### src/rtl/phase_sequencer.sv
// Instruction-phase sequencer: reset hold, fetch/decode/exec/mem/writeback
// stepping with a bounded memory-acknowledge wait and a retired-instruction count.
//
// state  | meaning
// RSTH   | datapath held in reset while the hold counter runs down
// FETCH  | instruction fetch, waiting for mem_ack
// DECODE | one-cycle decode enable
// EXEC   | one-cycle execute enable, branches on is_mem
// MEM    | data access, waiting for mem_ack
// WB     | one-cycle writeback, retires the instruction
// HALT   | idle until rstreq or rst
module phase_sequencer #(
    parameter int RST_HOLD = 4,
    parameter int WAIT_MAX = 15
) (
    input  logic        clk,
    input  logic        rst,
    input  logic        rstreq,
    input  logic        halt,
    input  logic        is_mem,
    input  logic        mem_ack,
    output logic        cpu_rst,
    output logic        fetch_en,
    output logic        decode_en,
    output logic        exec_en,
    output logic        wb_en,
    output logic        mem_req,
    output logic [2:0]  phase,
    output logic        timeout_err,
    output logic [31:0] instr_cnt
);

    localparam int HW = (RST_HOLD > 2) ? $clog2(RST_HOLD) : 1;
    localparam int WW = (WAIT_MAX > 1) ? $clog2(WAIT_MAX + 1) : 1;
    localparam logic [HW-1:0] HOLD_INIT = HW'(RST_HOLD - 1);
    localparam logic [WW-1:0] WAIT_LIM  = WW'(WAIT_MAX);

    typedef enum logic [2:0] {
        RSTH   = 3'd0,
        FETCH  = 3'd1,
        DECODE = 3'd2,
        EXEC   = 3'd3,
        MEM    = 3'd4,
        WB     = 3'd5,
        HALT   = 3'd6
    } state_t;

    state_t        state_q, state_d;
    logic [HW-1:0] hold_q, hold_d;
    logic [WW-1:0] wait_q, wait_d;
    logic          timeout_err_q, timeout_err_d;
    logic [31:0]   instr_cnt_q, instr_cnt_d;

    always_ff @(posedge clk or negedge rst) begin
        if (!rst) begin
            state_q       <= RSTH;
            hold_q        <= HOLD_INIT;
            wait_q        <= '0;
            timeout_err_q <= 1'b0;
            instr_cnt_q   <= '0;
        end else begin
            state_q       <= state_d;
            hold_q        <= hold_d;
            wait_q        <= wait_d;
            timeout_err_q <= timeout_err_d;
            instr_cnt_q   <= instr_cnt_d;
        end
    end

    always_comb begin
        state_d       = state_q;
        hold_d        = hold_q;
        wait_d        = wait_q;
        timeout_err_d = timeout_err_q;
        instr_cnt_d   = instr_cnt_q;
        cpu_rst       = 1'b0;
        fetch_en      = 1'b0;
        decode_en     = 1'b0;
        exec_en       = 1'b0;
        wb_en         = 1'b0;
        mem_req       = 1'b0;
        phase         = state_q;

        case (state_q)
            RSTH: begin
                cpu_rst = 1'b1;
                if (hold_q == '0) begin
                    state_d = FETCH;
                    wait_d  = '0;
                end else begin
                    hold_d = hold_q - 1'b1;
                end
            end
            FETCH: begin
                mem_req  = 1'b1;
                fetch_en = 1'b1;
                // a late ack on the limit cycle still wins over the timeout
                if (mem_ack) begin
                    state_d = DECODE;
                end else if (wait_q == WAIT_LIM) begin
                    timeout_err_d = 1'b1;
                    state_d       = HALT;
                end else begin
                    wait_d = wait_q + 1'b1;
                end
            end
            DECODE: begin
                decode_en = 1'b1;
                state_d   = EXEC;
            end
            EXEC: begin
                exec_en = 1'b1;
                if (is_mem) begin
                    state_d = MEM;
                    wait_d  = '0;
                end else begin
                    state_d = WB;
                end
            end
            MEM: begin
                mem_req = 1'b1;
                if (mem_ack) begin
                    state_d = WB;
                end else if (wait_q == WAIT_LIM) begin
                    timeout_err_d = 1'b1;
                    state_d       = HALT;
                end else begin
                    wait_d = wait_q + 1'b1;
                end
            end
            WB: begin
                wb_en       = 1'b1;
                instr_cnt_d = instr_cnt_q + 32'd1;
                if (halt) begin
                    state_d = HALT;
                end else begin
                    state_d = FETCH;
                    wait_d  = '0;
                end
            end
            HALT: begin
            end
            default: begin
                cpu_rst = 1'b1;
                phase   = 3'd0;
                state_d = RSTH;
                hold_d  = HOLD_INIT;
            end
        endcase

        // soft reset overrides every other transition, but keeps the count
        if (rstreq) begin
            state_d       = RSTH;
            hold_d        = HOLD_INIT;
            wait_d        = '0;
            timeout_err_d = 1'b0;
        end
    end

    assign timeout_err = timeout_err_q;
    assign instr_cnt   = instr_cnt_q;

endmodule
### config.mk
export PLATFORM = sky130hd
export DESIGN_NAME = phase_sequencer
export DESIGN_NICKNAME = d
export VERILOG_FILES = /design/src/rtl/phase_sequencer.sv
export SDC_FILE = /design/constraint.sdc
export NUM_CORES = 1
export LEC_CHECK = 0
export CORE_AREA = 2 2 85 87
export DETAILED_ROUTE_END_ITERATION = 7
export DIE_AREA = 0 0 87 89
export GPL_TIMING_DRIVEN = 1
export PLACE_DENSITY = 0.65
export SKIP_LAST_GASP = 1
export SLEW_MARGIN = 30
export SYNTH_ARGS = -nofsm -noshare
export SYNTH_HDL_FRONTEND = slang
export SYNTH_SLANG_ARGS = --single-unit
### constraint.sdc
create_clock -name clk -period 5 [get_ports clk]
set_input_delay 1.25 -clock clk [delete_from_list [all_inputs] [get_ports clk]]
set_output_delay 1.25 -clock clk [all_outputs]
set_load 0.02 [all_outputs]
After elaboration in Yosys (flattened, before gate mapping)

Cells that the tools add are included.

Register bits: 42
Bits in latches: 0
Bits in writable memories: 0
ROM bits: 0
Memories kept: 0

Add/subtract/negate cells: 3
Multiply operators: 0
Div/mod/pow operators: 0
Order comparisons: 0
Equality and inequality tests: 16
Shift operators: 0
Muxes and demuxes: 29
Bitwise gates (word level): 0
Reductions and logical operators: 12

Operators with widths:

| cell                    | number |
|---|---|
| $add A32 B1 Y32 const B | 1 |
| $mux W4                 | 6 |
| $mux W3                 | 7 |
| $pmux W3 S7             | 1 |
| $ne A3 B3 Y1 const B    | 6 |
| $pmux W4 S4             | 1 |
| $mux W1                 | 11 |
| $eq A3 B3 Y1 const B    | 3 |
| $reduce_or A7 Y1        | 1 |
| $eq A3 B2 Y1 const B    | 2 |
| $reduce_and A6 Y1       | 1 |
| $reduce_or A6 Y1        | 1 |
| $reduce_bool A5 Y1      | 1 |
| $add A4 B1 Y4 const B   | 1 |
| $eq A4 B4 Y1 const B    | 1 |
| $mux W2                 | 2 |
| $ne A2 B2 Y1 const B    | 2 |
| $pmux W2 S2             | 1 |
| $reduce_and A2 Y1       | 2 |
| $reduce_bool A2 Y1      | 2 |
| $eq A3 B1 Y1 const B    | 1 |
| $logic_not A3 Y1        | 1 |
| $reduce_and A3 Y1       | 1 |
| $logic_not A2 Y1        | 1 |
| other kinds (3)         | 3 |

Longest topological paths before layout

Gate-level depths: netlist of the first run.

Depth in word-level cells: 5
Depth in mapped cells: 8

Least setup slack after synthesis of the first run

Ideal clock, no wire load.

Path type: register to output
Start: register state_q[2]
End: output port decode_en
Data arrival time: 1.279 ns
Data required time: 3.750 ns
Path slack: 2.471 ns
Stages on the path, launching flop included: 4
Path buffers: 2
Path through: dfrtp_1 clkbuf_1 clkbuf_1 nor3_1

Longest elaborated chain between the ends: 2

Ends and longest elaborated chain:

| what                     | RTL line | RTL |
|---|---|---|
| start: declaration       | 48       | `state_t state_q, state_d;` |
| start signal: assignment | 62       | `state_q <= state_d;` |
| $eq A3 B2 Y1             | 84       | `case (state_q)` |
| $mux W1                  | 84       |  |
| end: declaration         | 24       | `output logic decode_en,` |

No other way between the ends.

Worst setup path in the final report of the first run

Start: register state_q[2]
End: output port mem_req

Longest elaborated chain between the ends: 3

Ends and longest elaborated chain:

| what                                                | RTL line | RTL |
|---|---|---|
| $eq A3 B3 Y1 / $eq A3 B1 Y1 (equally long branches) | 84       |  |
| $reduce_or A2 Y1 (no source line) *                 | -        |  |
| $mux W1 *                                           | 84       |  |
| end: declaration                                    | 27       | `output logic mem_req,` |

Mark *: on every way between the ends. The rest lies on a longest branch, timed or not.

==> results of run 1 <==
==> logic make-up after synthesis <==
group | count (synthesis) | share of synthesized area
xor+xnor | 32 | 0.1251
buf+inv | 22 | 0.05114
fa+ha+maj | 3 | 0.01632
compound gates | 33 | 0.09794
flops | 42 | 0.4581
mux | 1 | 0.004896
simple gates | 92 | 0.2465
==> critical path, stage by stage (launching register included) <==
cell	delay [ns]
sky130_fd_sc_hd__dfrtp_1	0.70
sky130_fd_sc_hd__xnor2_1	0.21
sky130_fd_sc_hd__nor2_1	0.34
sky130_fd_sc_hd__clkdlybuf4s50_1	0.68
==> cell type report <==
cell class | instances | share of cell area
Inverter | 10 | 0.01294
Clock buffer | 6 | 0.02847
Tap cell | 80 | 0.03451
Sequential cell | 42 | 0.3632
Timing Repair Buffer | 47 | 0.1613
Multi-Input combinational cell | 161 | 0.3891
Clock inverter | 1 | 0.01035
==> state kept, by name (all words and copies together) (netlist names) <==
register,flops
hold_q,2
instr_cnt,32
state_q,3
timeout_err,1
wait_q,4
==> worst paths after layout <==
kind | from | endpoint | slack, ns | cells after the start
setup / recovery | state_q[2] | mem_req | 1.53 | 3
hold / removal | instr_cnt[31] | instr_cnt[31] | 0.48 | 1
setup reg to reg | state_q[2] | instr_cnt[24] | 2.82 | 4
hold reg to reg | instr_cnt[31] | instr_cnt[31] | 0.48 | 1
max in group asynchronous | rst | hold_q[1] | 3.69 | 1
min in group asynchronous | rst | instr_cnt[30] | 0.94 | 1
==> cell usage after synthesis (2+ instances only) <==
cell type | count | area share
sky130_fd_sc_hd__o31ai_1 | 3 | 0.0098
sky130_fd_sc_hd__nor2_1 | 11 | 0.018
sky130_fd_sc_hd__a31oi_1 | 3 | 0.0082
sky130_fd_sc_hd__or3_1 | 2 | 0.0054
sky130_fd_sc_hd__nand4_1 | 22 | 0.060
sky130_fd_sc_hd__and2_1 | 4 | 0.011
sky130_fd_sc_hd__nand4_2 | 3 | 0.016
sky130_fd_sc_hd__nand2_1 | 11 | 0.018
sky130_fd_sc_hd__and4_1 | 2 | 0.0076
sky130_fd_sc_hd__nor3_1 | 9 | 0.020
sky130_fd_sc_hd__o21ai_0 | 5 | 0.011
sky130_fd_sc_hd__a21oi_1 | 8 | 0.017
sky130_fd_sc_hd__dfstp_2 | 2 | 0.023
sky130_fd_sc_hd__clkbuf_1 | 3 | 0.0049
sky130_fd_sc_hd__xnor2_1 | 30 | 0.11
sky130_fd_sc_hd__buf_2 | 4 | 0.0087
sky130_fd_sc_hd__nor2b_1 | 2 | 0.0054
sky130_fd_sc_hd__dfrtp_1 | 40 | 0.44
sky130_fd_sc_hd__nand3_1 | 8 | 0.017
sky130_fd_sc_hd__inv_1 | 10 | 0.016
sky130_fd_sc_hd__ha_1 | 3 | 0.016
sky130_fd_sc_hd__and3_1 | 7 | 0.019
sky130_fd_sc_hd__buf_6 | 2 | 0.0098
==> power by group through the flow <==
stage	Combinational, W	Clock [W]	Sequential [W]
6_report	0.000150	0.000274	0.000383
3_3_place_gp	0.000150	0	0.000389
2_1_floorplan	0.0000999	0	0.000383
5_1_grt	0.000169	0.000294	0.000387
4_1_cts	0.000152	0.000282	0.000383
3_5_place_dp	0.000150	0	0.000389
==> through the flow <==
step                std cells    util  hold slack, ns
detailed placement        340  0.4145          0.4721
CTS                       347  0.4313          0.4858
global placement          340  0.4145          0.4626
global route              347  0.4317          0.5170
finish                    347  0.4317          0.4752
floorplan                 225       -          0.5108
==> routing by layer <==
layer,part of all wire,track usage
met1,0.46,0.1746
met2,0.48,0.2276
met3,0.055,0.03509
met4,0.0086,0.04119
met5,0,0
==> reports/results.env, run 1 <==
NUMBER_OF_SYNTHESIZED_FLOPS_WITH_AN_ENABLE_PIN=0
VDD_DROP_MAX_mV=0.1721
CLKSINKCOUNT=42
CTS_BUFFER_DEPTH=2
YS_SEQ_ELEMENTS=42
DPL-INSTANCE-AREA_MM2=0.002785
REPORT.POWER.TOTAL_W=0.0008068
WORSTPATHMAXFANOUT=22
FLOORPLAN.DIE_AREA_MM2=0.007743
TIMING.FINAL.WS_SETUP_NS=1.529
CLK_LATENCY_NS=0.29
CAP_VIOLATIONS=0
TIGHTESTPINTRANSITION_NS=0.9038
SEQ_AREA_MM2=0.001054
ROUTE.FINAL.WIRE_LENGTH_MM=4.891
DP.FINAL_HPWL_MM=3.394
KIND_OF_PATH_BEHIND_THE_TIGHTEST_HOLD_CHECK='flop to flop'
LAYOUT_CELLS_SIZED_ABOVE_1=0.08240
FOOTPRINT_OF_THE_MULTI_INPUT_GATES_MM2=0.001129
FIN_SKEW_NS=0.006591
H-TREE-DEPTH=2
HORIZONTAL_DIE_DIMENSION_UM=87
AVGSYNTHCELLAREA_UM2=10.22
FINAL_MAX_SLEW_VIOL_COUNT=0
FINAL_COMMON_CELL='sky130_fd_sc_hd__clkdlybuf4s50_1'
CRITICAL_PATH.ENDPOINT_TYPE='output port'
TIMING.CRITICAL_PATH.ARRIVAL_NS=2.22
POST_LAYOUT_INST_AREA_MM2=0.002900
DR_DRC_COUNT=0
START_UTIL=0.3423
CLOCK_TREE.ROOT_CELL='sky130_fd_sc_hd__clkbuf_8'
GRT_PASS1_WL_MM=8.431
CHIPHEIGHT_UM=89
N_FILL_CELL=663
TOTAL_LEAKAGE_POWER_nW=1.205
DRT-VIAS-PER-INSTANCE=5.305
FMAX_MHz=288.1
DRT_ITER0_DRCS=94
TOTAL_NUMBER_OF_YOSYS_WARNINGS=0
FINAL_NETS=276
NUM_VIAS=1841
GRT-OVFL-TOTAL=0
SHARE_OF_POWER_BURNED_IN_COMBINATIONAL_LOGIC=0.186
PWR_DENSITY_CELL_mW_PER_MM2=278.2
NETLIST_AREA_MM2=0.002300
TIMING.SETUP.TNS_NS=0
STATUS='finished, final reports clean'
GRT_SETUP_UNREPAIRED='no'
GRT_START_MAX_NET_PINS=43
POST-PLACE-WS_NS=1.854
DESIGN.PORTCOUNT=48
GP_CONGESTION=0.8939
TRITONCTS='yes'
NUMBER_OF_GLOBAL_ROUTE_VIAS_BEFORE_REPAIR=1783
CRITPATHLAUNCHTYPE='flop'
ROUTED_WIRE_LENGTH_PER_INSTANCE_UM=14.10
DRT_PRE_ANTENNA_ITERS=4
BUFFER_PORTS.INSERTED=47
CLK_PIN_SLEW_NS=0.08
POSTROUTEANTENNANETS=0
RELSLEWSLACK=0.3952
GLOBAL_ROUTE.USAGE.TOTAL=0.1363
FINAL.PERIOD_UTILIZATION=0.6942
FINALHOLDVIOLATIONS=0
ANTENNA_FOUND_INITIAL=0
AREA_GROWTH_SYN_TO_LAYOUT_PCT=26.12
STD_CELL_ROWS=30
CTS_MADE_BUFFERS=5
CTSHOLDBUFFERS=0
MOST-COMMON-LAYOUT-CELLS='46 x sky130_fd_sc_hd__clkdlybuf4s50_1, 40 x sky130_fd_sc_hd__dfrtp_1, 30 x sky130_fd_sc_hd__xnor2_1'
YOSYS_MOST_USED_DFF='sky130_fd_sc_hd__dfrtp_1'
POWER.NET_SWITCHING_W=0.0002194
NETLIST_INSTANCES=225
POWER.INTERNAL_W=0.0005875
SYNTH.DISTINCT_CELLS=54
CORE_AREA_MM2=0.006719
SYNTH.NET_COUNT=234
TIMING.FINAL.SETUP_VIOLATIONS=0
PWR-SHARE-CLK=0.339
POST-ROUTE-MIN-PERIOD_NS=3.471
POST-CTS-SETUP-BUFFER-COUNT=0
PATH_CLASS='flop to output port'
PART_OF_THE_YOSYS_AREA_USED_FOR_SEQUENTIAL_ELEMENTS=0.4581
SWITCHING_FRACTION_OF_TOTAL_POWER=0.2719
YS_ASYNC_SR_FRACTION=1.000
SEQPWRFRAC=0.475
POST_CTS_REPAIR_RESIZE_COUNT=0
CRITICAL_PATH_REQUIRED_NS=3.75
ANTENNA-DIODE-COUNT=0
Note: power is estimated with default switching activity, not from simulation.
==> run 2: changes to the inputs <==
Settings changed: PLACE_DENSITY 0.65 to 0.67.
Clock period 5 ns to 3 ns, I/O delays scaled along.
==> reports/results.env, run 2 (synthesis results as in run 1) <==
ROUTE.FINAL.WIRE_LENGTH_MM=5.015
DRT_PRE_ANTENNA_ITERS=6
REPORT.POWER.TOTAL_W=0.001358
GLOBAL_ROUTE.USAGE.TOTAL=0.1377
POSTROUTEANTENNANETS=0
BUFFER_PORTS.INSERTED=47
FIN_SKEW_NS=0.009996
FINALHOLDVIOLATIONS=0
TIGHTESTPINTRANSITION_NS=0.6081
LAYOUT_CELLS_SIZED_ABOVE_1=0.09594
NUM_VIAS=1874
HORIZONTAL_DIE_DIMENSION_UM=87
DESIGN.PORTCOUNT=48
KIND_OF_PATH_BEHIND_THE_TIGHTEST_HOLD_CHECK='primary input to asynchronous set/reset pin'
TRITONCTS='yes'
PWR_DENSITY_CELL_mW_PER_MM2=463.9
PATH_CLASS='flop to output port'
TOTAL_LEAKAGE_POWER_nW=1.220
ANTENNA-DIODE-COUNT=0
GRT_START_MAX_NET_PINS=43
CRITPATHLAUNCHTYPE='flop'
CTSHOLDBUFFERS=0
ROUTED_WIRE_LENGTH_PER_INSTANCE_UM=14.29
START_UTIL=0.3423
CAP_VIOLATIONS=0
CORE_AREA_MM2=0.006719
MOST-COMMON-LAYOUT-CELLS='46 x sky130_fd_sc_hd__clkdlybuf4s50_1, 40 x sky130_fd_sc_hd__dfrtp_1, 30 x sky130_fd_sc_hd__xnor2_1'
GRT-OVFL-TOTAL=0
TIMING.FINAL.SETUP_VIOLATIONS=0
POST-ROUTE-MIN-PERIOD_NS=2.726
GRT_PASS1_WL_MM=8.604
GRT_SETUP_UNREPAIRED='no'
DRT-VIAS-PER-INSTANCE=5.339
STD_CELL_ROWS=30
WORSTPATHMAXFANOUT=19
CLKSINKCOUNT=42
H-TREE-DEPTH=2
FINAL_COMMON_CELL='sky130_fd_sc_hd__clkdlybuf4s50_1'
VDD_DROP_MAX_mV=0.3429
TIMING.CRITICAL_PATH.ARRIVAL_NS=1.98
LARGEST_REGISTER_FF_COUNT=32
CTS_MADE_BUFFERS=5
TIMING.SETUP.TNS_NS=0
CLOCK_TREE.ROOT_CELL='sky130_fd_sc_hd__clkbuf_8'
AREA_GROWTH_SYN_TO_LAYOUT_PCT=27.31
CHIPHEIGHT_UM=89
DRT_ITER0_DRCS=76
FINAL_NETS=279
GP_CONGESTION=0.8290
DP.FINAL_HPWL_MM=3.528
CLK_PIN_SLEW_NS=0.09
NUMBER_OF_GLOBAL_ROUTE_VIAS_BEFORE_REPAIR=1858
CRITICAL_PATH_REQUIRED_NS=2.25
RELSLEWSLACK=0.5946
FINAL.PERIOD_UTILIZATION=0.9087
POST_CTS_REPAIR_RESIZE_COUNT=0
FLOORPLAN.DIE_AREA_MM2=0.007743
POST-CTS-SETUP-BUFFER-COUNT=0
CRITICAL_PATH.ENDPOINT_TYPE='output port'
CLK_LATENCY_NS=0.29
FMAX_MHz=366.8
FINAL_MAX_SLEW_VIOL_COUNT=0
DR_DRC_COUNT=0
STATUS='finished, final reports clean'
CTS_BUFFER_DEPTH=2
ANTENNA_FOUND_INITIAL=0
-- run 2: worst paths after layout --
path | startpoint | endpoint | slack [ns] | depth (start not counted)
setup / recovery | state_q[1] | cpu_rst | 0.27 | 4
hold / removal | rst | instr_cnt[10] | 0.44 | 1
setup reg to reg | state_q[0] | instr_cnt[7] | 0.91 | 4
hold reg to reg | instr_cnt[31] | instr_cnt[31] | 0.48 | 1
max in group asynchronous | rst | wait_q[0] | 2.19 | 1
min in group clk | instr_cnt[31] | instr_cnt[31] | 0.48 | 1
-- run 2: through the flow --
step | hold WS [ns] | utilization | instances | area (um^2) | worst slack, ns
after floorplan | 0.4544 | - | 225 | 2300 | 0.9710
after global placement | 0.4613 | 0.4179 | 343 | 2808 | 0.6412
after detailed placement | 0.4700 | 0.4179 | 343 | 2808 | 0.6114
after CTS | 0.4829 | 0.4354 | 351 | 2925 | 0.2745
after global routing | 0.4632 | 0.4358 | 351 | 2928 | 0.1333
final | 0.4357 | 0.4358 | 351 | 2928 | 0.2738
-- run 2: power by group --
part / internal, W / switching [W]
clock network: 0.000254 / 0.000207
registers: 0.000599 / 0.0000381
logic: 0.000120 / 0.000140
total: 0.000973 / 0.000385
-- run 2: cell type report --
| cell class | instances | area (um^2) |
|---|---|---|
| fillers | 655 | 3791 |
| clock inverters | 3 | 48.80 |
| clock buffers | 5 | 68.82 |
| flip-flops and latches | 42 | 1054 |
| multi-input cells | 161 | 1129 |
| well taps | 80 | 100.1 |
| inverters | 10 | 37.54 |
| repair buffers | 50 | 490.5 |
-- run 2: routing by layer --
metal	vias up	wire length, um	track usage
met5	-	0	0
met2	51	2335	0.2290
met4	0	16	0.03835
met1	914	2438	0.1817
met3	2	224	0.03047
li1	907	-	-
-- run 2: worst max-delay path, stage by stage (launching register included) --
cell and delay (ns):
sky130_fd_sc_hd__dfrtp_1 0.65, sky130_fd_sc_hd__and2_1 0.26, sky130_fd_sc_hd__nand2_1 0.09, sky130_fd_sc_hd__nand2_1 0.08, sky130_fd_sc_hd__clkdlybuf4s50_1 0.60
